--- config.mk ---
export PLATFORM = sky130hd
export DESIGN_NAME = breakout_pixel_renderer
export DESIGN_NICKNAME = d
export VERILOG_FILES = /design/src/rtl/breakout_pixel_renderer.sv
export SDC_FILE = /design/constraint.sdc
export NUM_CORES = 1
export LEC_CHECK = 0
export CORE_ASPECT_RATIO = 2
export CORE_MARGIN = 2
export CORE_UTILIZATION = 40
export CTS_BUF_LIST = sky130_fd_sc_hd__clkbuf_4
export DETAILED_ROUTE_END_ITERATION = 8
export GPL_ROUTABILITY_DRIVEN = 0
export SLEW_MARGIN = 30
export SYNTH_ARGS = -nofsm -noshare
export SYNTH_HDL_FRONTEND = slang
export SYNTH_SLANG_ARGS = --single-unit
--- constraint.sdc ---
create_clock -name clk -period 5 [get_ports clk]
set_input_delay 1 -clock clk [delete_from_list [all_inputs] [get_ports clk]]
set_output_delay 1 -clock clk [all_outputs]
set_load 0.005 [all_outputs]
--- src/rtl/breakout_pixel_renderer.sv ---
// Breakout renderer: per-frame snapshot of game state feeding a 2-stage brick/ball/paddle colour pipeline.
// Optional macro BRICK_OUTLINE_EN draws 1-pixel gaps on the left/top edge of every brick.
module breakout_pixel_renderer #(
    parameter int unsigned BRICK_ROWS    = 5,
    parameter int unsigned BRICK_COLS    = 10,
    parameter int unsigned BRICK_WIDTH   = 64,
    parameter int unsigned BRICK_HEIGHT  = 16,
    parameter int unsigned BALL_SIZE     = 6,
    parameter int unsigned PADDLE_WIDTH  = 64,
    parameter int unsigned PADDLE_HEIGHT = 8,
    parameter int unsigned FLASH_FRAMES  = 30
) (
    input  logic                             clk,
    input  logic                             rst,
    input  logic                             pix_en,
    input  logic                             active_pixels,
    input  logic [9:0]                       x,
    input  logic [9:0]                       y,
    input  logic [BRICK_ROWS*BRICK_COLS-1:0] brick_state,
    input  logic [9:0]                       ball_x,
    input  logic [9:0]                       ball_y,
    input  logic [9:0]                       paddle_x,
    input  logic [9:0]                       paddle_y,
    input  logic                             win,
    input  logic                             lose,
    output logic [7:0]                       VGA_R,
    output logic [7:0]                       VGA_G,
    output logic [7:0]                       VGA_B,
    output logic                             active_out,
    output logic                             frame_start
);

    localparam int unsigned NBRICKS = BRICK_ROWS * BRICK_COLS;
    localparam int unsigned IDX_W   = (NBRICKS > 1) ? $clog2(NBRICKS) : 1;
    localparam int unsigned COL_W   = $clog2(BRICK_COLS + 1);
    localparam int unsigned ROW_W   = $clog2(BRICK_ROWS + 1);
    localparam int unsigned XOFF_W  = (BRICK_WIDTH > 1) ? $clog2(BRICK_WIDTH) : 1;
    localparam int unsigned YOFF_W  = (BRICK_HEIGHT > 1) ? $clog2(BRICK_HEIGHT) : 1;
    localparam int unsigned FCNT_W  = (FLASH_FRAMES > 1) ? $clog2(FLASH_FRAMES) : 1;
    localparam int unsigned FIELD_W = BRICK_COLS * BRICK_WIDTH;
    localparam int unsigned FIELD_H = BRICK_ROWS * BRICK_HEIGHT;

    localparam logic [23:0] RGB_BLACK = 24'h000000;
    localparam logic [23:0] RGB_WHITE = 24'hFFFFFF;
    localparam logic [23:0] RGB_BG    = 24'h001040;

    typedef enum logic [1:0] {ST_PLAY, ST_WIN, ST_LOSE} state_e;

    // 11-bit span test so origin+length never wraps
    function automatic logic span_hit(input logic [9:0] p, input logic [9:0] org, input logic [10:0] len);
        return ({1'b0, p} >= {1'b0, org}) && ({1'b0, p} < ({1'b0, org} + len));
    endfunction

    function automatic logic [23:0] palette(input logic [2:0] r5);
        case (r5)
            3'd0:    return 24'hFF0000;
            3'd1:    return 24'hFF8800;
            3'd2:    return 24'hFFFF00;
            3'd3:    return 24'h00FF00;
            default: return 24'h0088FF;
        endcase
    endfunction

    logic snap_c;
    assign snap_c = pix_en && (x == 10'd0) && (y == 10'd0);

    // Shadow copies; the _d view lets the snapshot pixel itself see the new frame
    logic [NBRICKS-1:0] mask_sh_q, mask_sh_d;
    logic [9:0]         bx_sh_q, bx_sh_d, by_sh_q, by_sh_d;
    logic [9:0]         px_sh_q, px_sh_d, py_sh_q, py_sh_d;
    logic               win_sh_q, win_sh_d, lose_sh_q, lose_sh_d;

    always_comb begin
        mask_sh_d = snap_c ? brick_state : mask_sh_q;
        bx_sh_d   = snap_c ? ball_x      : bx_sh_q;
        by_sh_d   = snap_c ? ball_y      : by_sh_q;
        px_sh_d   = snap_c ? paddle_x    : px_sh_q;
        py_sh_d   = snap_c ? paddle_y    : py_sh_q;
        win_sh_d  = snap_c ? win         : win_sh_q;
        lose_sh_d = snap_c ? lose        : lose_sh_q;
    end

    always_ff @(posedge clk or negedge rst) begin
        if (!rst) begin
            mask_sh_q <= '0;
            bx_sh_q   <= '0;
            by_sh_q   <= '0;
            px_sh_q   <= '0;
            py_sh_q   <= '0;
            win_sh_q  <= 1'b0;
            lose_sh_q <= 1'b0;
        end else if (pix_en) begin
            mask_sh_q <= mask_sh_d;
            bx_sh_q   <= bx_sh_d;
            by_sh_q   <= by_sh_d;
            px_sh_q   <= px_sh_d;
            py_sh_q   <= py_sh_d;
            win_sh_q  <= win_sh_d;
            lose_sh_q <= lose_sh_d;
        end
    end

    // Brick grid position tracked incrementally: col/xoff hold the prediction for the next pixel,
    // row/yoff hold the current line and advance when y changes.
    logic [COL_W-1:0]  col_q, col_d, col_cur;
    logic [XOFF_W-1:0] xoff_q, xoff_d, xoff_cur;
    logic [ROW_W-1:0]  row_q, row_cur;
    logic [YOFF_W-1:0] yoff_q, yoff_cur;
    logic [2:0]        r5_q, r5_cur;
    logic [9:0]        y_last_q;

    always_comb begin
        col_cur  = (x == 10'd0) ? '0 : col_q;
        xoff_cur = (x == 10'd0) ? '0 : xoff_q;
        col_d    = col_cur;
        xoff_d   = xoff_cur + XOFF_W'(1);
        if (xoff_cur == XOFF_W'(BRICK_WIDTH - 1)) begin
            xoff_d = '0;
            if (col_cur != COL_W'(BRICK_COLS)) col_d = col_cur + COL_W'(1);
        end
    end

    always_comb begin
        row_cur  = row_q;
        yoff_cur = yoff_q;
        r5_cur   = r5_q;
        if (y == 10'd0) begin
            row_cur  = '0;
            yoff_cur = '0;
            r5_cur   = '0;
        end else if (y != y_last_q) begin
            if (yoff_q == YOFF_W'(BRICK_HEIGHT - 1)) begin
                yoff_cur = '0;
                if (row_q != ROW_W'(BRICK_ROWS)) row_cur = row_q + ROW_W'(1);
                r5_cur = (r5_q == 3'd4) ? 3'd0 : r5_q + 3'd1;
            end else begin
                yoff_cur = yoff_q + YOFF_W'(1);
            end
        end
    end

    logic             in_grid_c, brick_c, ball_c, paddle_c;
    logic [IDX_W-1:0] idx_c;

    always_comb begin
        in_grid_c = (row_cur < ROW_W'(BRICK_ROWS)) && (col_cur < COL_W'(BRICK_COLS))
                 && ({22'd0, x} < 32'(FIELD_W)) && ({22'd0, y} < 32'(FIELD_H));
        idx_c     = in_grid_c ? (IDX_W'(row_cur) * IDX_W'(BRICK_COLS) + IDX_W'(col_cur)) : '0;
`ifdef BRICK_OUTLINE_EN
        brick_c   = in_grid_c && mask_sh_d[idx_c] && (xoff_cur != '0) && (yoff_cur != '0);
`else
        brick_c   = in_grid_c && mask_sh_d[idx_c];
`endif
        ball_c    = span_hit(x, bx_sh_d, 11'(BALL_SIZE)) && span_hit(y, by_sh_d, 11'(BALL_SIZE));
        paddle_c  = span_hit(x, px_sh_d, 11'(PADDLE_WIDTH)) && span_hit(y, py_sh_d, 11'(PADDLE_HEIGHT));
    end

    // Stage 1: hit flags and palette row, plus the grid counters
    logic       s1_active_q, s1_ball_q, s1_paddle_q, s1_brick_q;
    logic [2:0] s1_r5_q;

    always_ff @(posedge clk or negedge rst) begin
        if (!rst) begin
            col_q       <= '0;
            xoff_q      <= '0;
            row_q       <= '0;
            yoff_q      <= '0;
            r5_q        <= '0;
            y_last_q    <= '0;
            s1_active_q <= 1'b0;
            s1_ball_q   <= 1'b0;
            s1_paddle_q <= 1'b0;
            s1_brick_q  <= 1'b0;
            s1_r5_q     <= '0;
        end else if (pix_en) begin
            col_q       <= col_d;
            xoff_q      <= xoff_d;
            row_q       <= row_cur;
            yoff_q      <= yoff_cur;
            r5_q        <= r5_cur;
            y_last_q    <= y;
            s1_active_q <= active_pixels;
            s1_ball_q   <= ball_c;
            s1_paddle_q <= paddle_c;
            s1_brick_q  <= brick_c;
            s1_r5_q     <= r5_cur;
        end
    end

    // Status FSM and flash timer, both stepped once per snapshot
    state_e            state_q, state_d;
    logic [FCNT_W-1:0] fcnt_q, fcnt_d;
    logic              phase_q, phase_d;

    always_ff @(posedge clk or negedge rst) begin
        if (!rst) begin
            state_q <= ST_PLAY;
            fcnt_q  <= '0;
            phase_q <= 1'b1;
        end else if (pix_en) begin
            state_q <= state_d;
            fcnt_q  <= fcnt_d;
            phase_q <= phase_d;
        end
    end

    always_comb begin
        state_d = state_q;
        fcnt_d  = fcnt_q;
        phase_d = phase_q;
        if (snap_c) begin
            if (win_sh_d)       state_d = ST_WIN;
            else if (lose_sh_d) state_d = ST_LOSE;
            else                state_d = ST_PLAY;
            if (state_d != state_q) begin
                fcnt_d  = '0;
                phase_d = 1'b1;
            end else if (fcnt_q == FCNT_W'(FLASH_FRAMES - 1)) begin
                fcnt_d  = '0;
                phase_d = !phase_q;
            end else begin
                fcnt_d  = fcnt_q + FCNT_W'(1);
            end
        end
    end

    // Stage 2: colour priority
    logic [23:0] status_bg_c, rgb_d, rgb_q;

    always_comb begin
        status_bg_c = RGB_BG;
        if (phase_q && (state_q == ST_WIN))       status_bg_c = 24'h00FF00;
        else if (phase_q && (state_q == ST_LOSE)) status_bg_c = 24'hFF0000;
        rgb_d = status_bg_c;
        if (!s1_active_q)                  rgb_d = RGB_BLACK;
        else if (s1_ball_q || s1_paddle_q) rgb_d = RGB_WHITE;
        else if (s1_brick_q)               rgb_d = palette(s1_r5_q);
    end

    always_ff @(posedge clk or negedge rst) begin
        if (!rst) begin
            rgb_q      <= '0;
            active_out <= 1'b0;
        end else if (pix_en) begin
            rgb_q      <= rgb_d;
            active_out <= s1_active_q;
        end
    end

    // Pulse lasts exactly one clk even if the next clk has no strobe
    always_ff @(posedge clk or negedge rst) begin
        if (!rst) frame_start <= 1'b0;
        else      frame_start <= snap_c;
    end

    assign VGA_R = rgb_q[23:16];
    assign VGA_G = rgb_q[15:8];
    assign VGA_B = rgb_q[7:0];

endmodule

## Word-level counts from Yosys, hierarchy flattened

Index checks and enable logic that the tools add are counted.

- Input port bits: 116
- Logic and storage cells: 126
- Register bits after elaboration: 160
- Output and inout port bits: 26

- Equal/unequal tests: 13
- Multiply operators: 1
- Reduce and logical (&&, ||, !) cells: 26
- Add/subtract/negate cells: 11
- Mux-type cells: 39
- $lt $le $gt $ge: 13

Operators by type and width:

| kind | count |
|---|---|
| 24-bit two-way mux | 5 |
| 24-bit case mux with 4 select lines | 1 |
| 50-bit two-way mux | 1 |
| 10-bit by 11-bit < comparator with 1-bit output | 4 |
| 10-bit >= comparator | 4 |
| 10-bit two-way mux | 4 |
| 3-bit two-way mux | 8 |
| 4-bit two-way mux | 6 |
| 10-bit by 3-bit adder with 11-bit output (second input constant) | 2 |
| 10-bit zero test | 2 |
| 6-bit two-way mux | 3 |
| 1-bit logical AND | 14 |
| 10-bit by 4-bit adder with 11-bit output (second input constant) | 1 |
| 10-bit by 7-bit adder with 11-bit output (second input constant) | 1 |
| 10-bit < comparator (second input constant) | 1 |
| 10-bit by 7-bit < comparator with 1-bit output (second input constant) | 1 |
| 5-bit two-way mux | 2 |
| 10-bit inequality test | 1 |
| 4-bit by 1-bit adder with 4-bit output (second input constant) | 2 |
| 6-bit by 7-bit < comparator with 1-bit output (second input constant) | 1 |
| 3-bit by 1-bit adder with 3-bit output (second input constant) | 2 |
| 6-bit by 1-bit adder with 6-bit output (second input constant) | 1 |
| 6-bit by 4-bit adder with 6-bit output | 1 |
| 1-bit binary-select mux with 6-bit select | 1 |
| other kinds (23) | 34 |

## Logic depth before layout (Yosys ltp)

- Depth after elaboration: 13
- Gate-level depth with buffers: 23
- Gate-level depth less buffers: 17

## Worst setup path after synthesis

OpenSTA, ideal clock, no wires.

- Path kind: input to register
- From: input x[3]
- To: register s1_ball_q
- Setup time: 0.120 ns
- Data required time: 4.880 ns
- Setup slack: 0.032 ns
- Data arrival time: 4.848 ns
- Buffers on the path: 7
- Stages on the path: 21
- Cells stage by stage: nor4_1 > nand4_1 > or2_1 > buf_6 > buf_6 > buf_2 > clkbuf_1 > buf_2 > clkbuf_1 > clkbuf_1 > nand2_1 > nand2_1 > ha_1 > nand2b_1 > a21o_1 > maj3_1 > a21o_1 > a21o_1 > a21oi_1 > o21ai_0 > a41o_1

- Longest elaborated chain between the ends: 8
- Elaborated cells between the ends (all ways): 14
- Those cells by class: 2 x add/sub; 4 x order compare; 2 x mux; 6 x reduce/logical

RTL lines:

| what | line | text |
|---|---|---|
| start: declaration | 17 | `input logic [9:0] x,` |
| 10-bit zero test (*) | 65 | `assign snap_c = pix_en && (x == 10'd0) && (y == 10'd0);` |
| 1-bit logical AND (*) (2 in a row) | 65 |  |
| 10-bit two-way mux (*) | 76 | `by_sh_d = snap_c ? ball_y : by_sh_q;` |
| net by_sh_d[0] | 69 | `logic [9:0] bx_sh_q, bx_sh_d, by_sh_q, by_sh_d;` |
| 10-bit by 3-bit adder with 11-bit output | 51 | `return ({1'b0, p} >= {1'b0, org}) && ({1'b0, p} < ({1'b0, org} + len));` |
| 10-bit by 11-bit < comparator with 1-bit output | 51 |  |
| 1-bit logical AND (*) | 51 |  |
| 1-bit logical AND (*) | 154 | `ball_c = span_hit(x, bx_sh_d, 11'(BALL_SIZE)) && span_hit(y, by_sh_d, 11'(BALL_SIZE));` |
| end signal: assignment | 183 | `s1_ball_q <= ball_c;` |
| end: declaration | 159 | `logic s1_active_q, s1_ball_q, s1_paddle_q, s1_brick_q;` |

The timed path passes the listed nets; every way through them passes the cells marked *.
A chain may end at the register's enable or synchronous reset.

## Final worst setup path

- From: input y[9]
- To: register s1_brick_q

- Longest elaborated chain between the ends: 11
- Elaborated cells between the ends (all ways): 17
- Those cells by class: 1 x add/sub; 1 x mul; 2 x order compare; 1 x eq/ne; 6 x mux; 6 x reduce/logical

RTL lines:

| what | line | text |
|---|---|---|
| start: declaration | 18 | `input logic [9:0] y,` |
| 10-bit inequality test | 131 | `end else if (y != y_last_q) begin` |
| 3-bit two-way mux | 131 |  |
| 3-bit two-way mux (*) | 127 | `if (y == 10'd0) begin` |
| net row_cur[1] | 107 | `logic [ROW_W-1:0] row_q, row_cur;` |
| branches (longest 7 deep; another with 6-bit by 4-bit adder with 6-bit output) | - |  |
| 1-bit logical AND (*) | 152 | `brick_c = in_grid_c && mask_sh_d[idx_c];` |
| end signal: assignment | 185 | `s1_brick_q <= brick_c;` |
| end: declaration | 159 |  |

Mark *: on every way through the listed nets, which the timed path passes. The select of a mux whose other input is x is not followed.

==> impl_results.md <==
* Fmax at 0.222 GHz
* Fraction of layout cells with a size suffix above 1 at between 10% and 20%
* CTS tree: yes
* Worst-margin pin slew at 0.789 ns
* I/O pin cnt at ~140
* Slew Viols, Final at 0
* Mapped Nets at between 1k and 1.5k
* Multi-input logic area at between 0.004 and 0.005 mm^2
* Post-Syn Area per Cell at between 9 and 10 um^2
* Pin count of the biggest net entering global routing at 96
* Fill cells at approximately 2.1k
* Die footprint at roughly 0.024 mm^2
* CTS sink cnt at roughly 140
* Number of hold violations in the final report at 0
* Status: finished, final reports clean
* Root Buffer: clkbuf_4
* Vias per cell at ~5.1
* Post-Layout Inst Area at 0.0114 mm^2
* CP arrival at between 4 and 5 ns
* Rel. slew slack at between 40% and 50%
* Final worst path period share at 90.0%
* Max-cap violations at 0
* CP Launch Point: y[9]
* Initial drt markers at between 200 and 300
* CP max FO at 4
* Core Box Area at 0.0221 mm^2
* GRT overflow at 0
* Critical Path RT at around 5.5 ns
* Die Wd at 110 um
* Most common cell in the netlist: nand2_1
* Netlist cell types at 76
* RR Endpoint: s1_brick_q$_DFFE_PN0P_
* DRT Wirelength at 23.5 mm
* Critical path class: in2reg
* Startpoint Class: primary input
* Yosys top cell area share at 39.5%
* CTS Buffer Depth at 2
* Number of synthesized flops with an enable pin at 0
* Std-Cell Rows at 77
* Final HPWL DP at around 19 mm
* H-tree levels at 4
* P per Cell Area at 250 mW/mm^2
* Async S/R FF share, synth at 100%
* Drt wl/cell at ~16 um
* Num CTS Buffers at 17
* Hold Crit Class: in2async
* Most used DFF post-synth: dfrtp_1
* Post-synthesis sequential area ratio at 39.8%
* Global Route Usage Sum at a little over a fifth
* RSZ-0062 raised after global routing: false
* Clk_lat worst skew at around 0.60 ns
* Number of setup violations in the final report at 0
* Cts hold-fix bufs at 0
* Antenna violations before repair at 3
* Register area at around 0.0036 mm^2
* Post-layout nets at between 1k and 1.5k
* Gate Count Post-Synth at ~970
* Minimum clock period after layout at roughly 4.5 ns
* Post_cts resized at 0
* Dpl cells at about 1.4k
* R2R Path Start: yoff_q[0]$_DFFE_PN0P_
* Peak supply drop at 143 uV
* Flop2flop setup slack at 0.87 ns
* CTS clk-pin slew, worst paths at 0.14 ns
* Area contributors post-synth: dfrtp_1, ha_1, nand2_1, mux2i_1, o21ai_0
* Chip Height at 215 um
* Clock skew at between 0.02 and 0.025 ns
* Reg2Reg Depth at 15
* Residual DRC at 0
* Number of setup buffers added after CTS at 0
* Non-Filler Instances at roughly 1.5k
* DRT Pass-1 Iters at 4
* Fin util at between 50% and 60%
* Antenna-violating nets left at 0
* Via count at ~7.5k
* Flops & latches, synth at 142
* Vias in the first global route at 7901
* Yosys warnings at 0
* CP Capture Type: register
* Synthesis-to-layout area growth at 27.1%
* Global-route wire length before repair at about 40 mm
* Area leader, netlist: dfrtp_1
* Initial Util at roughly two fifths
* Port Buffers at 141
* Placed cell area at roughly 0.011 mm^2
* Post-Route Setup TNS at 0 ns
* Post-synth top cells: nand2_1, dfrtp_1, ha_1
* Netlist Area Pre-Place at between 0.008 and 0.009 mm^2
* Pleak at ~5.6 nW
* Setup crit end: s1_brick_q$_DFFE_PN0P_
[worst max-delay path, cell delays in order]
cell and delay, ns:
clkdlybuf4s50_1 0.53, xor2_1 0.22, nor4_2 0.35, a31oi_1 0.23, a211oi_1 0.68, ha_1 0.36, a21o_1 0.18, a21oi_1 0.17
xor2_1 0.24, nand2b_1 0.15, a2111oi_0 0.39, o21ai_0 0.17, a41oi_1 0.26, a211oi_2 0.05
[cell type report]
class / instances / area share [%]
Sequential cell: 142 / 31.3
Multi-Input combinational cell: 724 / 43.0
Clock buffer: 19 / 1.26
Clock inverter: 13 / 1.66
Antenna cell: 3 / 0.0661
Timing Repair Buffer: 215 / 17.6
Tap cell: 276 / 3.04
Inverter: 63 / 2.08
[cell families (layout without fill, tap and decap cells)]
| logic type | Yosys count | in the layout | synth area share, % |
|---|---|---|---|
| fa+ha+maj | 90 | 90 | 12.6 |
| compound gates | 165 | 165 | 11.9 |
| flops | 142 | 142 | 39.8 |
| mux | 62 | 62 | 7.52 |
| xor+xnor | 39 | 39 | 3.91 |
| other cells | 0 | 3 | 0 |
| buf+inv | 108 | 310 | 5.62 |
| simple gates | 368 | 368 | 18.6 |
[metrics by stage]
step | power [mW] | hold WS, ns | setup slack, ns
finish | 2.84 | 0.411 | 0.501
global route | 3.02 | 0.464 | 0.171
CTS | 2.87 | 0.453 | 0.586
detailed placement | 2.00 | 0.450 | -0.0544
global placement | 1.98 | 0.442 | 0.0700
floorplan | 1.70 | 0.429 | 0.0321
[how the worst min path moves through the flow]
stage               slack [ns]  cells after the start                       from                        end
finish                    0.41                      1                        rst     by_sh_q[3]$_DFFE_PN0P_
global route              0.46                      1                        rst     by_sh_q[3]$_DFFE_PN0P_
CTS                       0.45                      1                        rst     by_sh_q[3]$_DFFE_PN0P_
detailed placement        0.45                      2     bx_sh_q[0]$_DFFE_PN0P_     bx_sh_q[0]$_DFFE_PN0P_
global placement          0.44                      2  mask_sh_q[37]$_DFFE_PN0P_  mask_sh_q[37]$_DFFE_PN0P_
floorplan                 0.43                      2  mask_sh_q[13]$_DFFE_PN0P_  mask_sh_q[13]$_DFFE_PN0P_
[registers in the layout, summed over array words and instances, names as in the netlist, 2 cells and up]
name and cells:
state_q 2, px_sh_q 10, s1_r5_q 3, col_q 4, fcnt_q 5, rgb_q 6, by_sh_q 10, row_q 3
y_last_q 10, bx_sh_q 10, yoff_q 4, xoff_q 6, py_sh_q 10, mask_sh_q 50
[layer usage]
layer | vias up | track usage [%] | wire, um | share of wire [%]
met5 | - | 0 | 0 | 0
met1 | 3579 | 22.2 | 8600 | 37
met2 | 135 | 40.5 | 13200 | 56
li1 | 3727 | - | - | -
met3 | 45 | 4.12 | 746 | 3.2
met4 | 0 | 9.79 | 917 | 3.9
[cell usage in the layout (no fill, tap or decap), types with 18 or more instances in the layout]
cell and instances:
nor3_1 23, clkbuf_4 19, nand2_1 226, mux2i_1 37, o21ai_0 49, buf_4 72
dfrtp_1 141, xnor2_1 22, inv_1 62, a21oi_1 31, mux2_2 18, nand3_1 30
ha_1 87, clkdlybuf4s50_1 140, nor2_1 24
[power breakdown]
part	leakage [nW]	switching, mW	internal (mW)	total [mW]
clock	0.163	0.451	0.410	0.861
sequential	1.92	0.0682	1.22	1.29
combinational	3.51	0.346	0.341	0.687
No activity file was read; power rests on OpenSTA's default activity.
